File: config.mk
export PLATFORM = sky130hd
export DESIGN_NAME = mem_bus_responder
export DESIGN_NICKNAME = d
export VERILOG_FILES = /design/src/rtl/bus_msg_pkg.sv /design/src/rtl/line_beat_buffer.sv /design/src/rtl/mem_bus_responder.sv
export SDC_FILE = /design/constraint.sdc
export NUM_CORES = 1
export LEC_CHECK = 0
export ABC_AREA = 1
export BUFFER_PORTS_ARGS = -buffer_cell sky130_fd_sc_hd__buf_2
export CORE_AREA = 2 2 270 272
export CTS_CLUSTER_SIZE = 28
export DETAILED_ROUTE_END_ITERATION = 16
export DIE_AREA = 0 0 272 274
export MAX_ROUTING_LAYER = met4
export PLACE_DENSITY = 0.7
export SETUP_SLACK_MARGIN = 0.3
export SLEW_MARGIN = 5
export SYNTH_ARGS = -nofsm -noshare
export SYNTH_HDL_FRONTEND = slang
export SYNTH_SLANG_ARGS = --single-unit
export TNS_END_PERCENT = 50
File: constraint.sdc
create_clock -name clock -period 54.1 [get_ports clock]
set_clock_uncertainty 0.2 [all_clocks]
set_input_delay 2.705 -clock clock [delete_from_list [all_inputs] [get_ports clock]]
set_output_delay 2.705 -clock clock [all_outputs]
set_load 0.01 [all_outputs]
File: src/rtl/bus_msg_pkg.sv
// Shared coherence-bus message codes, responder state encoding and a ceiling-log2 helper.
package bus_msg_pkg;

  localparam int unsigned NO_REQ     = 0;
  localparam int unsigned R_REQ      = 1;
  localparam int unsigned WB_REQ     = 2;
  localparam int unsigned MEM_RESP   = 8;
  localparam int unsigned MEM_WB_ACK = 9;

  typedef enum logic [2:0] {
    IDLE  = 3'd0,
    MRD   = 3'd1,
    SEND  = 3'd2,
    WBC   = 3'd3,
    MWR   = 3'd4,
    ACK   = 3'd5,
    DRAIN = 3'd6
  } state_t;

  // Smallest r with (1 << r) >= value.
  function automatic int unsigned log2(input int unsigned value);
    int unsigned r;
    r = 0;
    for (int unsigned i = 0; i < 32; i++) begin
      if ((32'd1 << i) < value) r = i + 1;
    end
    return r;
  endfunction

endpackage

File: src/rtl/line_beat_buffer.sv
// Memory-line register addressed in bus beats, with per-word write-enable tracking.
module line_beat_buffer #(
  parameter int unsigned DATA_WIDTH      = 32,
  parameter int unsigned BUS_OFFSET_BITS = 0,
  parameter int unsigned MAX_OFFSET_BITS = 3,
  localparam int unsigned WPB       = 1 << BUS_OFFSET_BITS,
  localparam int unsigned BUS_WIDTH = DATA_WIDTH << BUS_OFFSET_BITS,
  localparam int unsigned MEM_WIDTH = DATA_WIDTH << MAX_OFFSET_BITS,
  localparam int unsigned MAX_WORDS = 1 << MAX_OFFSET_BITS,
  localparam int unsigned BEAT_BITS = MAX_OFFSET_BITS - BUS_OFFSET_BITS,
  localparam int unsigned IDX_W     = (BEAT_BITS > 0) ? BEAT_BITS : 1,
  localparam int unsigned NBEATS    = 1 << BEAT_BITS
) (
  input  logic                 clock,
  input  logic                 reset,
  input  logic                 clear,
  input  logic                 load,
  input  logic [MEM_WIDTH-1:0] load_line,
  input  logic                 wr_en,
  input  logic [IDX_W-1:0]     wr_idx,
  input  logic [BUS_WIDTH-1:0] wr_data,
  input  logic [IDX_W-1:0]     rd_idx,
  output logic [MEM_WIDTH-1:0] line,
  output logic [MAX_WORDS-1:0] word_en,
  output logic [BUS_WIDTH-1:0] rd_data
);

  logic [NBEATS-1:0][BUS_WIDTH-1:0] line_q;
  logic [NBEATS-1:0][WPB-1:0]       wen_q;
  logic [NBEATS-1:0][BUS_WIDTH-1:0] src;

  always_ff @(posedge clock or posedge reset) begin
    if (reset) begin
      line_q <= '0;
      wen_q  <= '0;
    end else begin
      if (load) line_q <= load_line;
      if (clear || load) wen_q <= '0;
      if (wr_en) begin
        line_q[wr_idx] <= wr_data;
        wen_q[wr_idx]  <= '1;
      end
    end
  end

  // Reads see a line being loaded this cycle so the first beat needs no extra cycle.
  assign src     = load ? load_line : line_q;
  assign rd_data = src[rd_idx];
  assign line    = line_q;
  assign word_en = wen_q;

endmodule

File: src/rtl/mem_bus_responder.sv
// Memory-side responder of the coherence bus: serves R_REQ reads and collects WB_REQ write-backs.
// Define RESP_WB_FORWARD_EN to serve reads of the last fully written line without a memory read.
module mem_bus_responder
  import bus_msg_pkg::*;
#(
  parameter int unsigned DATA_WIDTH      = 32,
  parameter int unsigned ADDRESS_BITS    = 32,
  parameter int unsigned MSG_BITS        = 4,
  parameter int unsigned BUS_OFFSET_BITS = 0,
  parameter int unsigned MAX_OFFSET_BITS = 3,
  localparam int unsigned BUS_WIDTH = DATA_WIDTH << BUS_OFFSET_BITS,
  localparam int unsigned MEM_WIDTH = DATA_WIDTH << MAX_OFFSET_BITS,
  localparam int unsigned MAX_WORDS = 1 << MAX_OFFSET_BITS,
  localparam int unsigned OFF_W     = log2(MAX_OFFSET_BITS) + 1
) (
  input  logic                    clock,
  input  logic                    reset,
  input  logic [MSG_BITS-1:0]     bus_msg_in,
  input  logic [ADDRESS_BITS-1:0] bus_address_in,
  input  logic [BUS_WIDTH-1:0]    bus_data_in,
  input  logic                    bus_master,
  input  logic [OFF_W-1:0]        curr_offset,
  output logic                    req_ready,
  output logic [MSG_BITS-1:0]     bus_msg_out,
  output logic [ADDRESS_BITS-1:0] bus_address_out,
  output logic [BUS_WIDTH-1:0]    bus_data_out,
  output logic                    mem_read,
  output logic                    mem_write,
  output logic [ADDRESS_BITS-1:0] mem_address,
  output logic [MEM_WIDTH-1:0]    mem_data_out,
  output logic [MAX_WORDS-1:0]    mem_word_en,
  input  logic [MEM_WIDTH-1:0]    mem_data_in,
  input  logic                    mem_ready,
  input  logic                    mem_valid
);

  localparam int unsigned BEAT_BITS = MAX_OFFSET_BITS - BUS_OFFSET_BITS;
  localparam int unsigned IDX_W     = (BEAT_BITS > 0) ? BEAT_BITS : 1;
  localparam int unsigned CNT_W     = BEAT_BITS + 1;

  state_t                  state, state_n;
  logic [CNT_W-1:0]        cnt_q, cnt_n, beats_q, beats_c;
  logic [ADDRESS_BITS-1:0] base_q, base_n, req_base_c, line_addr_c;
  logic [OFF_W-1:0]        eff_off;
  logic                    off_low, accept;

  logic                    buf_clear, buf_load, buf_wr_en;
  logic [MEM_WIDTH-1:0]    buf_load_line, buf_line;
  logic [MAX_WORDS-1:0]    buf_word_en;
  logic [IDX_W-1:0]        buf_wr_idx, buf_rd_idx;
  logic [BUS_WIDTH-1:0]    buf_rd_data;

  logic                    req_ready_n, mem_read_n, mem_write_n;
  logic [MSG_BITS-1:0]     msg_n;
  logic [ADDRESS_BITS-1:0] baddr_n;
  logic [BUS_WIDTH-1:0]    bdata_n;
  logic [MEM_WIDTH-1:0]    mdata_n;
  logic [MAX_WORDS-1:0]    wen_n;

  logic                    fwd_hit;
  logic [MEM_WIDTH-1:0]    fwd_line;

  function automatic logic [IDX_W-1:0] beat_idx(input logic [ADDRESS_BITS-1:0] a);
    return IDX_W'(a >> BUS_OFFSET_BITS);
  endfunction

  // Out-of-range requester offsets collapse to a single bus beat.
  if (BUS_OFFSET_BITS == 0) begin : g_no_low
    assign off_low = 1'b0;
  end else begin : g_low
    assign off_low = curr_offset < OFF_W'(BUS_OFFSET_BITS);
  end

  assign eff_off     = (off_low || curr_offset > OFF_W'(MAX_OFFSET_BITS))
                       ? OFF_W'(BUS_OFFSET_BITS) : curr_offset;
  assign req_base_c  = bus_address_in & ~((ADDRESS_BITS'(1) << eff_off) - ADDRESS_BITS'(1));
  assign line_addr_c = bus_address_in & ~ADDRESS_BITS'(MAX_WORDS - 1);
  assign beats_c     = CNT_W'(1) << (eff_off - OFF_W'(BUS_OFFSET_BITS));
  assign buf_wr_idx  = beat_idx(bus_address_in);
  assign buf_rd_idx  = beat_idx(base_n) + IDX_W'(cnt_n);

  line_beat_buffer #(
    .DATA_WIDTH     (DATA_WIDTH),
    .BUS_OFFSET_BITS(BUS_OFFSET_BITS),
    .MAX_OFFSET_BITS(MAX_OFFSET_BITS)
  ) u_buf (
    .clock    (clock),
    .reset    (reset),
    .clear    (buf_clear),
    .load     (buf_load),
    .load_line(buf_load_line),
    .wr_en    (buf_wr_en),
    .wr_idx   (buf_wr_idx),
    .wr_data  (bus_data_in),
    .rd_idx   (buf_rd_idx),
    .line     (buf_line),
    .word_en  (buf_word_en),
    .rd_data  (buf_rd_data)
  );

`ifdef RESP_WB_FORWARD_EN
  logic                    fwd_valid;
  logic [ADDRESS_BITS-1:0] fwd_addr;
  logic [MEM_WIDTH-1:0]    fwd_line_q;

  // Only a completely written line can stand in for memory contents.
  always_ff @(posedge clock or posedge reset) begin
    if (reset) begin
      fwd_valid  <= 1'b0;
      fwd_addr   <= '0;
      fwd_line_q <= '0;
    end else if (state == MWR && mem_ready) begin
      fwd_valid  <= &buf_word_en;
      fwd_addr   <= mem_address;
      fwd_line_q <= buf_line;
    end
  end

  assign fwd_hit  = fwd_valid && (fwd_addr == line_addr_c);
  assign fwd_line = fwd_line_q;
`else
  assign fwd_hit  = 1'b0;
  assign fwd_line = '0;
`endif

  // Next state plus next value of every registered output.
  always_comb begin
    state_n       = state;
    cnt_n         = cnt_q;
    base_n        = base_q;
    accept        = 1'b0;
    buf_clear     = 1'b0;
    buf_load      = 1'b0;
    buf_load_line = mem_data_in;
    buf_wr_en     = 1'b0;
    msg_n         = MSG_BITS'(NO_REQ);
    baddr_n       = '0;
    bdata_n       = '0;
    mdata_n       = '0;
    wen_n         = '0;
    case (state)
      IDLE: begin
        if (bus_master && bus_msg_in == MSG_BITS'(R_REQ)) begin
          accept = 1'b1;
          base_n = req_base_c;
          cnt_n  = '0;
          if (fwd_hit) begin
            state_n       = SEND;
            buf_load      = 1'b1;
            buf_load_line = fwd_line;
          end else begin
            state_n = MRD;
          end
        end else if (bus_master && bus_msg_in == MSG_BITS'(WB_REQ)) begin
          accept    = 1'b1;
          base_n    = req_base_c;
          cnt_n     = CNT_W'(1);
          buf_clear = 1'b1;
          buf_wr_en = 1'b1;
          state_n   = WBC;
        end
      end
      MRD: begin
        if (!bus_master) begin
          state_n = mem_valid ? IDLE : DRAIN;
        end else if (mem_valid) begin
          buf_load = 1'b1;
          cnt_n    = '0;
          state_n  = SEND;
        end
      end
      SEND: begin
        if (!bus_master || cnt_q == beats_q - CNT_W'(1)) state_n = IDLE;
        else cnt_n = cnt_q + CNT_W'(1);
      end
      WBC: begin
        if (!bus_master) begin
          state_n = IDLE;
        end else if (cnt_q == beats_q) begin
          state_n = MWR;
        end else if (bus_msg_in == MSG_BITS'(WB_REQ)) begin
          buf_wr_en = 1'b1;
          cnt_n     = cnt_q + CNT_W'(1);
        end
      end
      MWR:     if (mem_ready) state_n = ACK;
      ACK:     state_n = IDLE;
      DRAIN:   if (mem_valid) state_n = IDLE;
      default: state_n = IDLE;
    endcase

    req_ready_n = (state_n == IDLE);
    mem_read_n  = (state_n == MRD);
    mem_write_n = (state_n == MWR);
    if (state_n == SEND) begin
      msg_n   = MSG_BITS'(MEM_RESP);
      baddr_n = base_n + (ADDRESS_BITS'(cnt_n) << BUS_OFFSET_BITS);
      bdata_n = buf_rd_data;
    end else if (state_n == ACK) begin
      msg_n   = MSG_BITS'(MEM_WB_ACK);
      baddr_n = base_q;
    end
    if (state_n == MWR) begin
      mdata_n = buf_line;
      wen_n   = buf_word_en;
    end
  end

  always_ff @(posedge clock or posedge reset) begin
    if (reset) begin
      state           <= IDLE;
      cnt_q           <= '0;
      beats_q         <= '0;
      base_q          <= '0;
      req_ready       <= 1'b1;
      bus_msg_out     <= MSG_BITS'(NO_REQ);
      bus_address_out <= '0;
      bus_data_out    <= '0;
      mem_read        <= 1'b0;
      mem_write       <= 1'b0;
      mem_address     <= '0;
      mem_data_out    <= '0;
      mem_word_en     <= '0;
    end else begin
      state           <= state_n;
      cnt_q           <= cnt_n;
      base_q          <= base_n;
      req_ready       <= req_ready_n;
      bus_msg_out     <= msg_n;
      bus_address_out <= baddr_n;
      bus_data_out    <= bdata_n;
      mem_read        <= mem_read_n;
      mem_write       <= mem_write_n;
      mem_data_out    <= mdata_n;
      mem_word_en     <= wen_n;
      if (accept) begin
        beats_q     <= beats_c;
        mem_address <= line_addr_c;
      end
    end
  end

endmodule

# After elaboration in Yosys (flattened, before gate mapping)
# Cells that the tools add are included.
[totals] regBits=671 inputBits=332 output_inout_bits=367 elab_cells=118
[op_classes] addsub=5 order_cmp=4 n_eq_ne=13 shift=2 mux=54 bitwise_logic=3 reduce_logical=8
[op_table] operator="$mux W256" count=3
[op_table] operator="$bwmux W256" count=1
[op_table] operator="$mux W32" count=8
[op_table] operator="$bmux W32 S3" count=1
[op_table] operator="$demux W32 S3" count=1
[op_table] operator="$mux W4" count=10
[op_table] operator="$mux W3" count=11
[op_table] operator="$add A32 B4 Y32" count=1
[op_table] operator="$and A32 B32 Y32" count=1
[op_table] operator="$not A32 Y32" count=1
[op_table] operator="$shl A1 B3 Y32 const A" count=1
[op_table] operator="$sub A32 B1 Y32 const B" count=1
[op_table] operator="$mux W8" count=3
[op_table] operator="$pmux W3 S6" count=1
[op_table] operator="$pmux W4 S4" count=1
[op_table] operator="$eq A3 B3 Y1 const B" count=4
[op_table] operator="$mux W1" count=12
[op_table] operator="$eq A3 B2 Y1 const B" count=3
[op_table] operator="$eq A4 B4 Y1" count=2
[op_table] operator="$lt A3 B4 Y1 const B" count=2
[op_table] operator="$or A8 B8 Y8" count=1
[op_table] operator="$eq A3 B1 Y1 const B" count=2
[op_table] operator="$logic_not A3 Y1" count=2
[op_table] operator="$add A4 B1 Y4 const B" count=1
[op_table] operator="12 further kinds" count=15

# Depth between registers and ports, before layout
# Gate-level depths: netlist of run 1.
[depth] ltp_word=13 depth_mapped=27 mapped_depth_nobuf=27

# Cells and area by module
# From an unflattened synthesis of run 1, not the netlist that was laid out.
[hier_totals] hier_cells=3699 hier_area_um2=30514.3
[by_module_without_submodules] module="mem_bus_responder" instances=1 cells_each=1633 area_each_um2=15661.3 seq_area_each_um2=10136.0
[by_module_without_submodules] module="line_beat_buffer" instances=1 cells_each=2066 area_each_um2=14853.0 seq_area_each_um2=6606.3

# Worst setup path before layout of run 1
# Ideal clock, no wire load.
[synth_path] path_kind="input to register" startpoint="input bus_master" endpoint="register bus_data_out[23]" setup_time_ps=136 arrival_time_ps=5435 required_time_ps=53764 path_slack_ps=48329 cell_stages=16 n_path_buf=5 cell_sequence="buf_2 > nand3_1 > nor2_1 > nand2_2 > nand2_1 > buf_4 > clkbuf_1 > o22ai_1 > ha_1 > fa_1 > inv_1 > clkbuf_1 > clkbuf_1 > o21ai_0 > o221ai_1 > a21oi_1"
[synth_between] elab_chain_cells=8 elab_cells_between_ends=27 classes_between="add/sub: 1; eq/ne: 1; mux: 21; reduce/logical: 4"
[synth_rtl] element="from (decl)" line_no="mem_bus_responder.sv:21" rtl="input logic bus_master,"
[synth_rtl] element="$logic_and A1 B1 Y1" line_no="mem_bus_responder.sv:154" rtl="end else if (bus_master && bus_msg_in == MSG_BITS'(WB_REQ)) begin"
[synth_rtl] element="$mux W32" line_no="mem_bus_responder.sv:154"
[synth_rtl] element="$mux W32 *" line_no="mem_bus_responder.sv:143" rtl="if (bus_master && bus_msg_in == MSG_BITS'(R_REQ)) begin"
[synth_rtl] element="$mux W32 *" line_no="mem_bus_responder.sv:141" rtl="case (state)"
[synth_rtl] element="net base_n[0]" line_no="mem_bus_responder.sv:43" rtl="logic [ADDRESS_BITS-1:0] base_q, base_n, req_base_c, line_addr_c;"
[synth_rtl] element="$add A3 B3 Y3 *" line_no="mem_bus_responder.sv:80" rtl="assign buf_rd_idx = beat_idx(base_n) + IDX_W'(cnt_n);"
[synth_rtl] element="$bmux W32 S3 *" line_no="line_beat_buffer.sv:48" rtl="assign rd_data = src[rd_idx];"
[synth_rtl] element="$mux W32 (implied by the code) *" line_no="line_beat_buffer.sv:48"
[synth_rtl] element="$mux W32 *" line_no="mem_bus_responder.sv:195" rtl="if (state_n == SEND) begin"
[synth_rtl] element="net bdata_n[23]" line_no="mem_bus_responder.sv:56" rtl="logic [BUS_WIDTH-1:0] bdata_n;"
[synth_rtl] element="to (signal assigned)" line_no="mem_bus_responder.sv:231" rtl="bus_data_out <= bdata_n;"
[synth_rtl] element="to (decl)" line_no="mem_bus_responder.sv:26" rtl="output logic [BUS_WIDTH-1:0] bus_data_out,"
# Mark *: on every way through the listed nets, which the timed path passes. The rest lies on a longest branch. The select of a mux whose other input is x is not followed.
# A chain may end at the register's enable or synchronous reset.

# Worst setup path after layout of run 1
[layout_path] startpoint="input bus_master" endpoint="register bus_data_out[3]"
# Same word-level chain as after synthesis.

==> impl_metrics.csv, run 1 <==
group,metric,value,unit
cts,cts_hold_buffers,0,
logic_synthesis,yosysSeqAreaShare,57.74,%
routing,route.detailed.drc,0,
sta,hold_violations,0,
floorplanning,start_util,40.29,%
layout,nFillCells,6934,
logic_synthesis,synth-edff-count,0,
layout,stdcell_area,35620,µm²
cts,clk_latency,0.62,ns
setup_path,worst_setup_path_end_kind,"flop",
logic_synthesis,synth_area,29000,µm²
power,p_leak,19.33,nW
cts,cts_resized,0,
sta,setup_tns,0,ns
layout,multi_input_area,10110,µm²
cts,cts_buffers,73,
sta,rsz0062_at_grt,"false",
logic_synthesis,synthArstFlopShare,100.0,%
place,pre_cts_ws,46.38,ns
floorplanning,die_w,272,µm
worst_hold_path,hp-start,"base_q[30]$_DFF_PP0_",
sta,period_share,13.23,%
floorplanning,fp-row-count,99,
grt,grt_max_degree,197,
worst_hold_path,hold_path_class,"reg2reg",
routing,drtIter0Drc,2533,
worst_hold_path,holdPathEnd,"bus_address_out[30]$_DFF_PP0_",
flow_run,drv_cap,0,
floorplanning,io_pins,699,
logic_synthesis,synth.distinct_cells,44,
grt,grt_antenna_before_repair,24,
setup_path,ff2ff_path_depth,12,
place,dp.final_hpwl,87590,µm
cts,clk_pin_slew,0.06,ns
routing,first_pass_iters,7,
routing,route.detailed.wl_per_inst,23.41,µm
outcome,status,"completed",
floorplanning,dieArea,74530,µm²
layout,layout_common_cells,"851 x nand2_1, 693 x buf_2, 668 x dfrtp_1",
cts,cts_buffer_depth,3,
cts,cts_tree,"done",
power,power.density,66.32,nW/µm²
layout,final_core_util,49.49,%
sta,setup_slack,46.94,ns
setup_path,timing.rr.start,"state[0]$_DFF_PP0_",
place,portBuffers,693,
logic_synthesis,synthCells,3473,
cts,htree_levels,3,
routing,vias,26500,
setup_path,worstReg2RegEnd,"bus_data_out[3]$_DFF_PP0_",
setup_path,rrSetupSlack,48.22,ns
sta,setup-violations-final,0,
grt,grt_pass1_wl,170300,µm
setup_path,critical_path_arrival,7.50,ns
place,dpl-instance-area,33130,µm²
logic_synthesis,ys_warn_count,0,
worst_hold_path,hold_depth,2,
setup_path,cp-start-kind,"primary input",
layout,final_common_cell,"nand2_1",
cts,clock-sinks,669,
setup_path,critical_path_class,"in2reg",
routing,wl,119300,µm
setup_path,crit_start,"bus_master",
logic_synthesis,avgSynthCellArea,8.349,µm²
setup_path,worstPathMaxFanout,65,
cts,root_buffer,"clkbuf_16",
layout,area.sequential,16740,µm²
floorplanning,core,71970,µm²
routing,viasPerCell,5.200,
power,ir_drop,0.05200,mV
layout,nNetsFinal,4400,
sta,tightestPinTransition,1.162,ns
routing,detail-route-antenna-nets,0,
grt,grt_pass1_vias,25660,
floorplanning,die_y,274,µm
place,gp_congestion,1.063,
logic_synthesis,synth_flop_cell,"dfrtp_1",
setup_path,required,54.44,ns
logic_synthesis,synth-seq-cells,669,
sta,maxSlewViolCount,0,
sta,fmax,0.1397,GHz
layout,drive_gt1_share,21.41,%
grt,grt_overflow,0,
cts,postCtsSetupBuffers,0,
layout,area_growth,22.83,%
sta,fin_crit,7.159,ns
sta,relSlewSlack,22.04,%
grt,grt_util_all_layers,32.38,%
-- logic make-up after synthesis --
family	after synthesis	share of synthesized area (%)
AND/OR/NAND/NOR	1490	20.34
AO/OA/AOI/OAI	719	13.45
flip-flops	669	57.74
buffers and inverters	576	7.810
XOR/XNOR	9	0.2718
adder cells (fa/ha/maj)	8	0.3711
other	2	0.02590
-- sequential cells by signal, summed over array words and instances (netlist names) --
name and flops:
mem_address 29, beats_q 4, mem_write 1, bus_address_out 32
u_buf.line 256, mem_word_en 8, req_ready 1, bus_msg_out 2
mem_read 1, state 3, cnt_q 4, base_q 32
mem_data_out 256, u_buf.word_en 8, bus_data_out 32
-- through the flow --
stage	instances	hold slack, ns	power (mW)
5_1_grt	5092	0.2879	2.513
2_1_floorplan	3478	0.2488	1.410
4_1_cts	5073	0.2724	2.371
3_3_place_gp	4944	0.2566	1.844
6_report	5097	0.2709	2.362
3_5_place_dp	4944	0.2543	1.853
-- how the worst max path moves through the flow --
stage / to / slack [ns] / depth (start not counted)
after floorplan: base_q[0]$_DFF_PP0_ / 32.45 / 1
after global placement: bus_data_out[17]$_DFF_PP0_ / 46.44 / 16
after detailed placement: bus_data_out[17]$_DFF_PP0_ / 46.38 / 16
after CTS: bus_data_out[17]$_DFF_PP0_ / 46.99 / 14
after global routing: bus_data_out[10]$_DFF_PP0_ / 46.59 / 14
final: bus_data_out[3]$_DFF_PP0_ / 46.94 / 14
-- synth_stat cells (2+ instances only) --
cell type | instances | area (µm²)
clkbuf_1 | 138 | 518.0
nor2_2 | 4 | 25.02
o221ai_1 | 31 | 271.5
inv_1 | 359 | 1348
buf_2 | 52 | 260.3
a31oi_1 | 3 | 18.77
xnor2_1 | 3 | 26.28
nor2_4 | 2 | 22.52
nand3b_1 | 4 | 30.03
buf_1 | 12 | 45.04
dfrtp_1 | 668 | 16720
o21a_1 | 32 | 240.2
o211ai_1 | 33 | 247.7
nand2_2 | 14 | 87.58
buf_4 | 8 | 60.06
a21oi_1 | 102 | 510.5
nand2_1 | 853 | 3202
nand4_1 | 7 | 43.79
o21bai_1 | 2 | 15.01
nor2_1 | 467 | 1753
xor2_1 | 6 | 52.55
conb_1 | 2 | 7.510
inv_2 | 5 | 18.77
nand3_1 | 124 | 620.6
nor3_1 | 6 | 30.03
o21ai_1 | 16 | 80.08
o22ai_1 | 7 | 43.79
ha_1 | 7 | 87.58
o21ai_0 | 491 | 2457
-- routing by layer --
layer / up-vias / track usage, % / routed length [µm]
li1: 12170 / - / -
met1: 12780 / 34.44 / 41420
met2: 1236 / 55.65 / 61120
met3: 318 / 7.505 / 9387
met4: 0 / 18.18 / 7413
met5: - / - / 0
-- power breakdown --
group | switching (mW) | leakage [nW] | internal [mW]
sequential | 0.0883 | 8.43 | 0.707
combinational | 0.741 | 9.69 | 0.314
clock | 0.215 | 1.21 | 0.297
-- worst max-delay path, stage by stage --
cell and delay [ns]:
buf_2 0.17, nand3_1 0.09, nor2_1 0.28, nand2_2 0.16, nand2_1 0.11, buf_4 0.32, o22ai_1 0.19, ha_4 0.20
fa_4 0.78, buf_4 0.65, clkinv_2 1.00, o211ai_1 0.46, nand3_1 0.12, a21oi_1 0.17
-- final cells by class --
cell class | instances | area share [%]
inverters | 365 | 3.906
clock buffers | 104 | 6.021
clock inverters | 25 | 0.7904
flip-flops and latches | 669 | 47.00
multi-input cells | 2233 | 28.37
repair buffers | 718 | 10.37
diodes | 24 | 0.1686
well taps | 959 | 3.369
Note: power is estimated with default switching activity, not from simulation.
==> run 2: changes to the inputs <==
--- a/config.mk
+++ b/config.mk
@@ -7,12 +7,12 @@
 export LEC_CHECK = 0
 export ABC_AREA = 1
 export BUFFER_PORTS_ARGS = -buffer_cell sky130_fd_sc_hd__buf_2
-export CORE_AREA = 2 2 270 272
+export CORE_AREA = 2 2 272 274
 export CTS_CLUSTER_SIZE = 28
 export DETAILED_ROUTE_END_ITERATION = 16
-export DIE_AREA = 0 0 272 274
+export DIE_AREA = 0 0 274 276
 export MAX_ROUTING_LAYER = met4
-export PLACE_DENSITY = 0.7
+export PLACE_DENSITY = 0.69
 export SETUP_SLACK_MARGIN = 0.3
 export SLEW_MARGIN = 5
 export SYNTH_ARGS = -nofsm -noshare
==> constraint.sdc (replaced) <==
create_clock -name clock -period 6.7 [get_ports clock]
set_clock_uncertainty 0.2 [all_clocks]
set_input_delay 0.335 -clock clock [delete_from_list [all_inputs] [get_ports clock]]
set_output_delay 0.335 -clock clock [all_outputs]
set_load 0.01 [all_outputs]
==> impl_metrics.csv, run 2 (synthesized netlist as in run 1, its figures left out) <==
group,metric,value,unit
cts,clk_pin_slew,0.06,ns
power,total_power,19.32,mW
cts,cts_hold_buffers,242,
layout,drive_gt1_share,20.48,%
sta,setup-violations-final,0,
sta,maxSlewViolCount,0,
layout,layout.cells.non_filler,5341,
floorplanning,start_util,39.95,%
power,p_leak,20.36,nW
cts,clk_latency,0.63,ns
setup_path,ff2ff_path_depth,12,
floorplanning,die_y,276,µm
layout,final_common_cell,"nand2_1",
routing,drtIter0Drc,2606,
sta,relSlewSlack,22.71,%
power,p_sw_share,43.36,%
floorplanning,io_pins,699,
sta,fmax,0.1913,GHz
setup_path,rrSetupSlack,1.47,ns
setup_path,worstReg2RegEnd,"bus_data_out[29]$_DFF_PP0_",
place,dp.final_hpwl,88180,µm
setup_path,cp_cell_sequence,"nor3_4, nand2_1, nand2_1, buf_4, o22ai_1, ha_4, fa_4, xor2_4, buf_4, clkinv_1, nand3_1, a21oi_1",
grt,grt_max_degree,169,
routing,vias,27260,
setup_path,crit_start,"state[0]$_DFF_PP0_",
sta,period_share,78.03,%
grt,grt_antenna_before_repair,16,
power,clkPwrFrac,22.1,%
setup_path,timing.rr.start,"state[0]$_DFF_PP0_",
sta,rsz0062_at_grt,"false",
routing,wl,121700,µm
cts,htree_levels,3,
outcome,violations,"hold timing",
power,ir_drop,0.5132,mV
floorplanning,dieArea,75620,µm²
setup_path,required,6.98,ns
power,seq_power_share,33.5,%
setup_path,cp_slowest_cell,"clkinv_1",
layout,nFillCells,6742,
setup_path,worst_setup_path_end_kind,"flop",
routing,route.detailed.wl_per_inst,22.78,µm
grt,grt_pass1_vias,27040,
setup_path,worstPathMaxFanout,33,
worst_hold_path,hold_path_class,"in2reg",
grt,grt_overflow,0,
routing,route.detailed.drc,0,
outcome,status,"finished with violations",
layout,stdcell_area,38200,µm²
cts,cts_tree,"done",
cts,postCtsSetupBuffers,0,
power,power.internal,10.94,mW
layout,layout_common_cells,"850 x nand2_1, 693 x buf_2, 668 x dfrtp_1",
place,dpl-instance-area,33190,µm²
cts,root_buffer,"clkbuf_16",
power,switchingPower,8.378,mW
grt,grt_util_all_layers,32.51,%
cts,clock-sinks,669,
floorplanning,fp-row-count,99,
sta,tightestPinTransition,1.158,ns
routing,viasPerCell,5.103,
power,power.density,505.8,nW/µm²
flow_run,drv_cap,0,
worst_hold_path,holdPathEnd,"u_buf.line[248]$_DFF_PP0_",
floorplanning,core,72590,µm²
sta,hold_violations,1,
layout,area_growth,31.74,%
worst_hold_path,hp-start,"mem_data_in[248]",
sta,fin_crit,5.228,ns
setup_path,critical_path_arrival,5.51,ns
grt,grt_pass1_wl,175400,µm
routing,detail-route-antenna-nets,0,
sta,setup_slack,1.472,ns
cts,cts_buffers,75,
worst_hold_path,hold_depth,3,
routing,first_pass_iters,6,
cts,cts_buffer_depth,3,
floorplanning,die_w,274,µm
setup_path,critical_path_class,"reg2reg",
setup_path,cp-start-kind,"flop",
setup_path,cpPeakStageDelay,1.01,ns
place,gp_congestion,0.9785,
place,portBuffers,693,
place,pre_cts_ws,1.466,ns
place,dp.cells,4947,
sta,hold_slack,-0.01762,ns
layout,nNetsFinal,4647,
power,comb_power_share,44.4,%
cts,cts_resized,0,
==> run 2: cell types whose count changed in the layout (fill, tap and decap cells not counted), sizes merged <==
cell and delta:
dlygate4sd3 +242, clkinvlp +8, diode -8, clkbuf -6, clkinv +6, buf +3
inv -3, bufinv +2
==> run 2: final cells by class <==
class                   instances  area (µm²)  share of cell area (%)
clock inverters                38       442.9                   1.159
inverters                     365        1388                   3.632
well taps                     959        1200                   3.141
diodes                         16       40.04                  0.1048
multi-input cells            2233       10110                   26.46
clock buffers                  98        2105                   5.509
flip-flops and latches        669       16740                   43.83
repair buffers                963        6176                   16.17
==> run 2: per-layer routing <==
layer	GRT usage (%)	wire length (µm)	vias up
met3	5.958	8290	307
met4	18.32	8047	0
met5	-	0	-
met1	35.73	44100	13150
li1	-	-	12650
met2	55.24	61240	1146
==> run 2: critical path, delay by kind of cell (launching register included) <==
family / cells / cell delay, ns
buf+inv: 3 / 1.71
simple gates: 4 / 1.50
fa+ha+maj: 2 / 0.71
flops: 1 / 0.47
compound gates: 2 / 0.30
xor+xnor: 1 / 0.14
==> run 2: how the worst max path moves through the flow <==
stage	end	slack, ns	cells past startpoint
after floorplan	base_q[0]$_DFF_PP0_	-2.98	1
after global placement	bus_data_out[20]$_DFF_PP0_	1.60	12
after detailed placement	bus_data_out[29]$_DFF_PP0_	1.47	12
after CTS	bus_data_out[29]$_DFF_PP0_	1.45	12
after global routing	bus_data_out[12]$_DFF_PP0_	0.98	13
final	bus_data_out[29]$_DFF_PP0_	1.47	12
==> run 2: power by group through the flow <==
stage	Clock (mW)	Sequential, mW	Combinational (mW)
CTS	4.33	6.45	8.56
global placement	0	6.49	8.18
floorplan	0	6.66	4.73
global route	4.49	6.59	9.45
detailed placement	0	6.50	8.27
finish	4.28	6.47	8.57
==> run 2: through the flow <==
stage	util, %	setup TNS, ns
after floorplan	-	-1992.74
after global placement	45.73	0
after detailed placement	45.73	0
after CTS	52.57	0
after global routing	52.63	0
final	52.63	0
